## src/rtl/mopshub_bus_scheduler_if.sv

```systemverilog
// mopshub_bus_scheduler_if: request/grant bundle between the per-bus
// requesters, the round-robin scheduler and the shared CAN tx engine.
//
// Handshake: the scheduler raises start_tx for exactly one cycle to launch the
// engine for the bus named by bus_sel/grant. grant and bus_sel are stable from
// that pulse until the engine answers with a one-cycle tx_done pulse (or the
// optional watchdog aborts). There is no backpressure: req is a level per bus
// and is only consumed when that bus is granted. A tx_done that arrives while
// no transaction is outstanding is ignored.
interface mopshub_bus_scheduler_if #(
  parameter int N_BUSES = 32
);
  logic               enable;
  logic [N_BUSES-1:0] req;
  logic [N_BUSES-1:0] bus_mask;
  logic               tx_done;
  logic               start_tx;
  logic [N_BUSES-1:0] grant;
  logic [4:0]         bus_sel;
  logic               busy;
  logic [15:0]        txn_cnt;
  logic               timeout;
  logic [2:0]         dbg_state;

  // Scheduler side
  modport slave (
    input  enable, req, bus_mask, tx_done,
    output start_tx, grant, bus_sel, busy, txn_cnt, timeout, dbg_state
  );

  // Requester / engine side
  modport master (
    output enable, req, bus_mask, tx_done,
    input  start_tx, grant, bus_sel, busy, txn_cnt, timeout, dbg_state
  );
endinterface

```

## src/rtl/mopshub_bus_scheduler.sv

```systemverilog
// mopshub_bus_scheduler: round-robin arbiter sharing one CAN tx engine across
// N_BUSES requesters. IDLE -> ARB -> START -> WAIT -> GAP -> IDLE.
// The bus just served is searched last, giving strict rotation under load.
// Optional watchdog on WAIT: define MOPSHUB_SCHED_TIMEOUT_EN to abort a
// transaction after TIMEOUT cycles without tx_done.
module mopshub_bus_scheduler #(
  parameter int N_BUSES    = 32,
  parameter int GAP_CYCLES = 4,
  parameter int TIMEOUT    = 4096
) (
  input  logic                   clk,
  input  logic                   rst,
  mopshub_bus_scheduler_if.slave bus
);

  typedef enum logic [2:0] {
    S_IDLE  = 3'd0,
    S_ARB   = 3'd1,
    S_START = 3'd2,
    S_WAIT  = 3'd3,
    S_GAP   = 3'd4
  } state_e;

  localparam logic [5:0]         NB       = 6'(N_BUSES);
  localparam logic [N_BUSES-1:0] ONE      = {{(N_BUSES-1){1'b0}}, 1'b1};
  localparam logic [7:0]         GAP_LOAD = (GAP_CYCLES > 0) ? 8'(GAP_CYCLES - 1) : 8'd0;
  localparam state_e             POST_TXN = (GAP_CYCLES == 0) ? S_IDLE : S_GAP;

  state_e             state_q, state_d;
  logic [4:0]         ptr_q, ptr_d;
  logic [4:0]         sel_q, sel_d;
  logic [N_BUSES-1:0] grant_q, grant_d;
  logic               start_q, start_d;
  logic               busy_q, busy_d;
  logic [15:0]        cnt_q, cnt_d;
  logic [7:0]         gap_q, gap_d;

  logic [N_BUSES-1:0] elig;
  logic               win_found;
  logic [4:0]         win_idx;
  logic [5:0]         cand;
  logic [5:0]         sel_inc;
  logic [4:0]         ptr_after;
  logic               wd_expire;

  assign elig      = bus.req & bus.bus_mask;
  assign sel_inc   = {1'b0, sel_q} + 6'd1;
  assign ptr_after = (sel_inc >= NB) ? 5'd0 : sel_inc[4:0];

  // Rotating first-set search over the eligible vector, starting at ptr
  always_comb begin
    win_found = 1'b0;
    win_idx   = '0;
    cand      = '0;
    for (int i = 0; i < N_BUSES; i++) begin
      cand = {1'b0, ptr_q} + 6'(i);
      if (cand >= NB) cand = cand - NB;
      if (!win_found && elig[cand[4:0]]) begin
        win_found = 1'b1;
        win_idx   = cand[4:0];
      end
    end
  end

  // Next-state and next-output logic; outputs are registered below
  always_comb begin
    state_d = state_q;
    ptr_d   = ptr_q;
    sel_d   = sel_q;
    grant_d = grant_q;
    start_d = 1'b0;
    cnt_d   = cnt_q;
    gap_d   = gap_q;
    case (state_q)
      S_IDLE: begin
        if (bus.enable && (|elig)) state_d = S_ARB;
      end
      S_ARB: begin
        if (!win_found) begin
          state_d = S_IDLE;
        end else begin
          sel_d   = win_idx;
          grant_d = ONE << win_idx;
          start_d = 1'b1;
          state_d = S_START;
        end
      end
      S_START: begin
        state_d = S_WAIT;
      end
      S_WAIT: begin
        if (bus.tx_done) begin
          grant_d = '0;
          cnt_d   = cnt_q + 16'd1;
          ptr_d   = ptr_after;
          gap_d   = GAP_LOAD;
          state_d = POST_TXN;
        end else if (wd_expire) begin
          grant_d = '0;
          ptr_d   = ptr_after;
          gap_d   = GAP_LOAD;
          state_d = POST_TXN;
        end
      end
      S_GAP: begin
        if (gap_q == 8'd0) state_d = S_IDLE;
        else               gap_d   = gap_q - 8'd1;
      end
      default: state_d = S_IDLE;
    endcase
    busy_d = (state_d != S_IDLE);
  end

  // Scheduler state and registered outputs
  always_ff @(posedge clk or negedge rst) begin
    if (!rst) begin
      state_q <= S_IDLE;
      ptr_q   <= '0;
      sel_q   <= '0;
      grant_q <= '0;
      start_q <= 1'b0;
      busy_q  <= 1'b0;
      cnt_q   <= '0;
      gap_q   <= '0;
    end else begin
      state_q <= state_d;
      ptr_q   <= ptr_d;
      sel_q   <= sel_d;
      grant_q <= grant_d;
      start_q <= start_d;
      busy_q  <= busy_d;
      cnt_q   <= cnt_d;
      gap_q   <= gap_d;
    end
  end

`ifdef MOPSHUB_SCHED_TIMEOUT_EN
  localparam logic [15:0] WD_LAST = 16'(TIMEOUT - 1);
  logic [15:0] wd_q, wd_d;
  logic        timeout_q, timeout_d;

  // Watchdog: counts WAIT cycles, fires when TIMEOUT elapse without tx_done
  always_comb begin
    wd_expire = (state_q == S_WAIT) && !bus.tx_done && (wd_q == WD_LAST);
    wd_d      = ((state_q == S_WAIT) && !wd_expire) ? wd_q + 16'd1 : 16'd0;
    timeout_d = wd_expire;
  end

  // Watchdog counter and one-cycle abort pulse
  always_ff @(posedge clk or negedge rst) begin
    if (!rst) begin
      wd_q      <= '0;
      timeout_q <= 1'b0;
    end else begin
      wd_q      <= wd_d;
      timeout_q <= timeout_d;
    end
  end

  assign bus.timeout = timeout_q;
`else
  assign wd_expire   = 1'b0;
  assign bus.timeout = 1'b0;
`endif

  assign bus.start_tx  = start_q;
  assign bus.grant     = grant_q;
  assign bus.bus_sel   = sel_q;
  assign bus.busy      = busy_q;
  assign bus.txn_cnt   = cnt_q;
  assign bus.dbg_state = state_q;

endmodule
```

## src/flat_wrapper.sv

```systemverilog
// flat-port wrapper written by rule: the top's interface ports become plain ports
module mopshub_bus_scheduler_flat 
#(
  parameter int N_BUSES    = 32,
  parameter int GAP_CYCLES = 4,
  parameter int TIMEOUT    = 4096
)
  (clk, rst, bus_enable, bus_req, bus_bus_mask, bus_tx_done, bus_start_tx, bus_grant, bus_bus_sel, bus_busy, bus_txn_cnt, bus_timeout, bus_dbg_state);
  mopshub_bus_scheduler_if #(.N_BUSES(N_BUSES)) bus_i ();
  input  logic clk;
  input  logic rst;
  input wire logic [$bits(bus_i.enable)-1:0] bus_enable;
  input wire logic [$bits(bus_i.req)-1:0] bus_req;
  input wire logic [$bits(bus_i.bus_mask)-1:0] bus_bus_mask;
  input wire logic [$bits(bus_i.tx_done)-1:0] bus_tx_done;
  output wire logic [$bits(bus_i.start_tx)-1:0] bus_start_tx;
  output wire logic [$bits(bus_i.grant)-1:0] bus_grant;
  output wire logic [$bits(bus_i.bus_sel)-1:0] bus_bus_sel;
  output wire logic [$bits(bus_i.busy)-1:0] bus_busy;
  output wire logic [$bits(bus_i.txn_cnt)-1:0] bus_txn_cnt;
  output wire logic [$bits(bus_i.timeout)-1:0] bus_timeout;
  output wire logic [$bits(bus_i.dbg_state)-1:0] bus_dbg_state;
  assign bus_i.enable = bus_enable;
  assign bus_i.req = bus_req;
  assign bus_i.bus_mask = bus_bus_mask;
  assign bus_i.tx_done = bus_tx_done;
  assign bus_start_tx = bus_i.start_tx;
  assign bus_grant = bus_i.grant;
  assign bus_bus_sel = bus_i.bus_sel;
  assign bus_busy = bus_i.busy;
  assign bus_txn_cnt = bus_i.txn_cnt;
  assign bus_timeout = bus_i.timeout;
  assign bus_dbg_state = bus_i.dbg_state;
  mopshub_bus_scheduler #(.N_BUSES(N_BUSES), .GAP_CYCLES(GAP_CYCLES), .TIMEOUT(TIMEOUT)) u_core (.clk(clk), .rst(rst), .bus(bus_i));
endmodule
```

## config.mk

```make
export PLATFORM = sky130hd
export DESIGN_NAME = mopshub_bus_scheduler_flat
export DESIGN_NICKNAME = d
export VERILOG_FILES = /design/src/rtl/mopshub_bus_scheduler_if.sv /design/src/rtl/mopshub_bus_scheduler.sv /design/src/flat_wrapper.sv
export SDC_FILE = /design/constraint.sdc
export NUM_CORES = 1
export LEC_CHECK = 0
export BUFFER_PORTS_ARGS = -buffer_cell sky130_fd_sc_hd__buf_2
export CORE_ASPECT_RATIO = 0.9
export CORE_MARGIN = 4
export CORE_UTILIZATION = 45
export CTS_BUF_LIST = sky130_fd_sc_hd__clkbuf_8
export DETAILED_ROUTE_END_ITERATION = 8
export GPL_ROUTABILITY_DRIVEN = 0
export PLACE_DENSITY = 0.63
export RECOVER_POWER = 50
export SLEW_MARGIN = 10
export SYNTH_ARGS = -nofsm -noshare
export SYNTH_HDL_FRONTEND = slang
export SYNTH_SLANG_ARGS = --single-unit
```

## constraint.sdc

```tcl
create_clock -name clk -period 10.8 [get_ports clk]
set_input_delay 0 -clock clk [delete_from_list [all_inputs] [get_ports clk]]
set_output_delay 0 -clock clk [all_outputs]
set_load 0.05 [all_outputs]
```

==> qor.csv <==
metric;value;unit
fmax;0.1370;GHz
root_buffer;clkbuf_8;
hold_viol_final;0;
worst_path_max_delay_cell;o22ai_1;
period_share;67.57;%
cts_tree;done;
critPathKind;flip-flop to flip-flop;
yosys_warnings;0;
worst-endpoint-required;11080;ps
route.vias.total;10360;
io_pins;127;
die_x;158.7;um
postLayoutCoreUtil;50.00;%
grt-ovfl-total;0;
finClkSkew;10.94;ps
vias_per_cell;7.012;
yosysUniqueCellTypes;87;
synth_flop_cell;dfrtp_1;
drv_cap;1;
ant_nets;0;
critPathMaxFanout;39;
htreeDepth;3;
avgSynthCellArea;8.149;um2
synthCells;1129;
die_area;0.02280;mm2
violations;max-capacitance violations, max-slew violations;
antenna_found_initial;1;
port_buffers;125;
layout_commonest_cell;nand2_1;
max_slew_margin;-143.2;%
min_path_type;input port to flip-flop;
syn2layout_area_growth;8.949;%
setup_viol;0;
critPathCaptureType;flip-flop;
first_pass_iters;6;
ys_seq_elements;71;
outcome;finished, violations left;
drive_gt1_share;15.37;%
ctsLongestPathBuffers;2;
syn_nets;1212;
crit_buf_inv;3;
cts_buffers;9;
tns;0;ps
layout_common_cells;nand2_1 (159), nand4_1 (76), nor2_1 (73);
fin_nets;1301;
cp_slowest_stage_delay;890;ps
finalMaxSlewViolations;72;
async_flop_share;100.0;%
initial_utilization;45.89;%
arrival;7580;ps
grt_pass1_vias;9308;
core_area;0.02005;mm2
row_count;49;
min_path_cells;4;
diodes;0;
startpoint_type;flip-flop;
reg2regPathDepth;16;
critPathTopFamily;simple AND/OR/NAND/NOR gates;
drc;0;
worst-path-stages;16;
fin_crit;7297;ps
ys_seq_area_share;19.31;%
cts.sinks;71;
wl_per_cell;24.32;um
drtIter0Drc;1701;
path_cells;buf_4, inv_1, ha_1, inv_1, mux4_2, o22ai_1, o21bai_1, nand4_1, nand2b_1, or4_1, nor3_4, nand2_1, a2bb2oi_1, o22ai_1, nor3b_2, a22o_1;
synth_edf_count;0;
clk_transition_reported_paths;80;ps
clock_latency;340;ps
dieHeight;143.6;um
worst_pin_slew;3648;ps
drt-total-wl;35940;um
grt_max_degree;74;
hpwl;27910;um
multi_input_area;0.006989;mm2
rsz0062_at_grt;false;
grt_usage;30.10;%
grt_pass1_wl;54940;um
postCtsSetupBuffers;0;
synth_area;0.009200;mm2
ff_latch_area;0.001778;mm2
fillers;1956;
## synth_stat cells (all sizes together), types with 25 or more instances
library cell  instances  area share (%)
mux4                 43              11
a21oi                57             3.1
nor3                 29             2.3
nor2                 74             3.0
o22ai                28             1.9
nand3                57             3.1
o211ai               29             2.4
nand4                76             5.2
buf                  40             3.1
a22o                 28             2.7
o21ai                47             2.6
xnor2                49             4.7
nand2               159             6.5
mux2i                31             3.4
clkbuf               25             1.0
dfrtp                71              19
## flip-flops by register name, indices dropped and copies added, names as in the netlist
| signal | flops |
|---|---|
| u_core.bus.bus_sel | 5 |
| u_core.gap_q | 8 |
| u_core.bus.grant | 32 |
| u_core.bus.dbg_state | 3 |
| u_core.ptr_q | 5 |
| u_core.bus.busy | 1 |
| u_core.bus.start_tx | 1 |
| u_core.bus.txn_cnt | 16 |
## cell type report
| cell class | instances | share of cell area [%] |
|---|---|---|
| multi-input cells | 976 | 69.73 |
| flip-flops and latches | 71 | 17.74 |
| repair buffers | 143 | 6.915 |
| well taps | 255 | 3.183 |
| clock buffers | 10 | 1.373 |
| inverters | 17 | 0.6866 |
| clock inverters | 6 | 0.3745 |
## routing by layer
| layer | part of all wire (%) | track usage, % |
|---|---|---|
| met1 | 42 | 43.75 |
| met2 | 40 | 42.32 |
| met3 | 14 | 10.15 |
| met4 | 3.6 | 9.178 |
| met5 | 0.033 | 0 |
## worst reg2reg max path: cells and delay by family, from the launching register on
family	cells	cell delay (ps)
fa+ha+maj	1	890
simple gates	6	2420
buf+inv	3	1410
flops	1	320
mux	1	360
compound gates	5	1840
## logic make-up after synthesis
kind of cell	Yosys count	synth area share, %
AOI/OAI and AO/OA	313	23.88
DFF	71	19.31
other	1	0.04076
adders and majority gates	15	2.040
muxes	87	15.53
and+or+nand+nor	502	28.33
xor gates and xnor gates	58	6.011
buffers and inverters	82	4.855
## worst paths after layout
kind | to | slack, ps | startpoint
hold / removal | u_core.bus.dbg_state[1]$_DFF_PN0_ | 120 | bus_tx_done
hold reg to reg | u_core.bus.txn_cnt[15]$_DFFE_PN0P_ | 470 | u_core.bus.txn_cnt[15]$_DFFE_PN0P_
max in group asynchronous | u_core.ptr_q[0]$_DFFE_PN0P_ | 6930 | rst
setup reg to reg | u_core.bus.grant[23]$_DFFE_PN0P_ | 3500 | u_core.ptr_q[1]$_DFFE_PN0P_
min in group asynchronous | u_core.bus.grant[6]$_DFFE_PN0P_ | 1540 | rst
setup / recovery | u_core.bus.grant[23]$_DFFE_PN0P_ | 3500 | u_core.ptr_q[1]$_DFFE_PN0P_
## timing repair
item,CTS,global route
hold buffers,2,0
gates resized for setup,0,0
hold endpoints to repair,72,0
## per-stage QoR
| stage | std cells | instance area, um2 | hold slack (ps) | worst slack (ps) |
|---|---|---|---|---|
| 6_report | 1478 | 10020 | 123.6 | 3503 |
| 2_1_floorplan | 1129 | 9200 | -295.6 | 5336 |
| 4_1_cts | 1478 | 10090 | 96.56 | 3768 |
| 5_1_grt | 1478 | 10020 | 159.1 | 3233 |
| 3_5_place_dp | 1460 | 9896 | 252.9 | 3805 |
| 3_3_place_gp | 1460 | 9896 | 262.5 | 3905 |
Power is left out: the tool's default activity adds up to more than one toggle a clock period on the data nets, which glitch-free logic cannot reach.
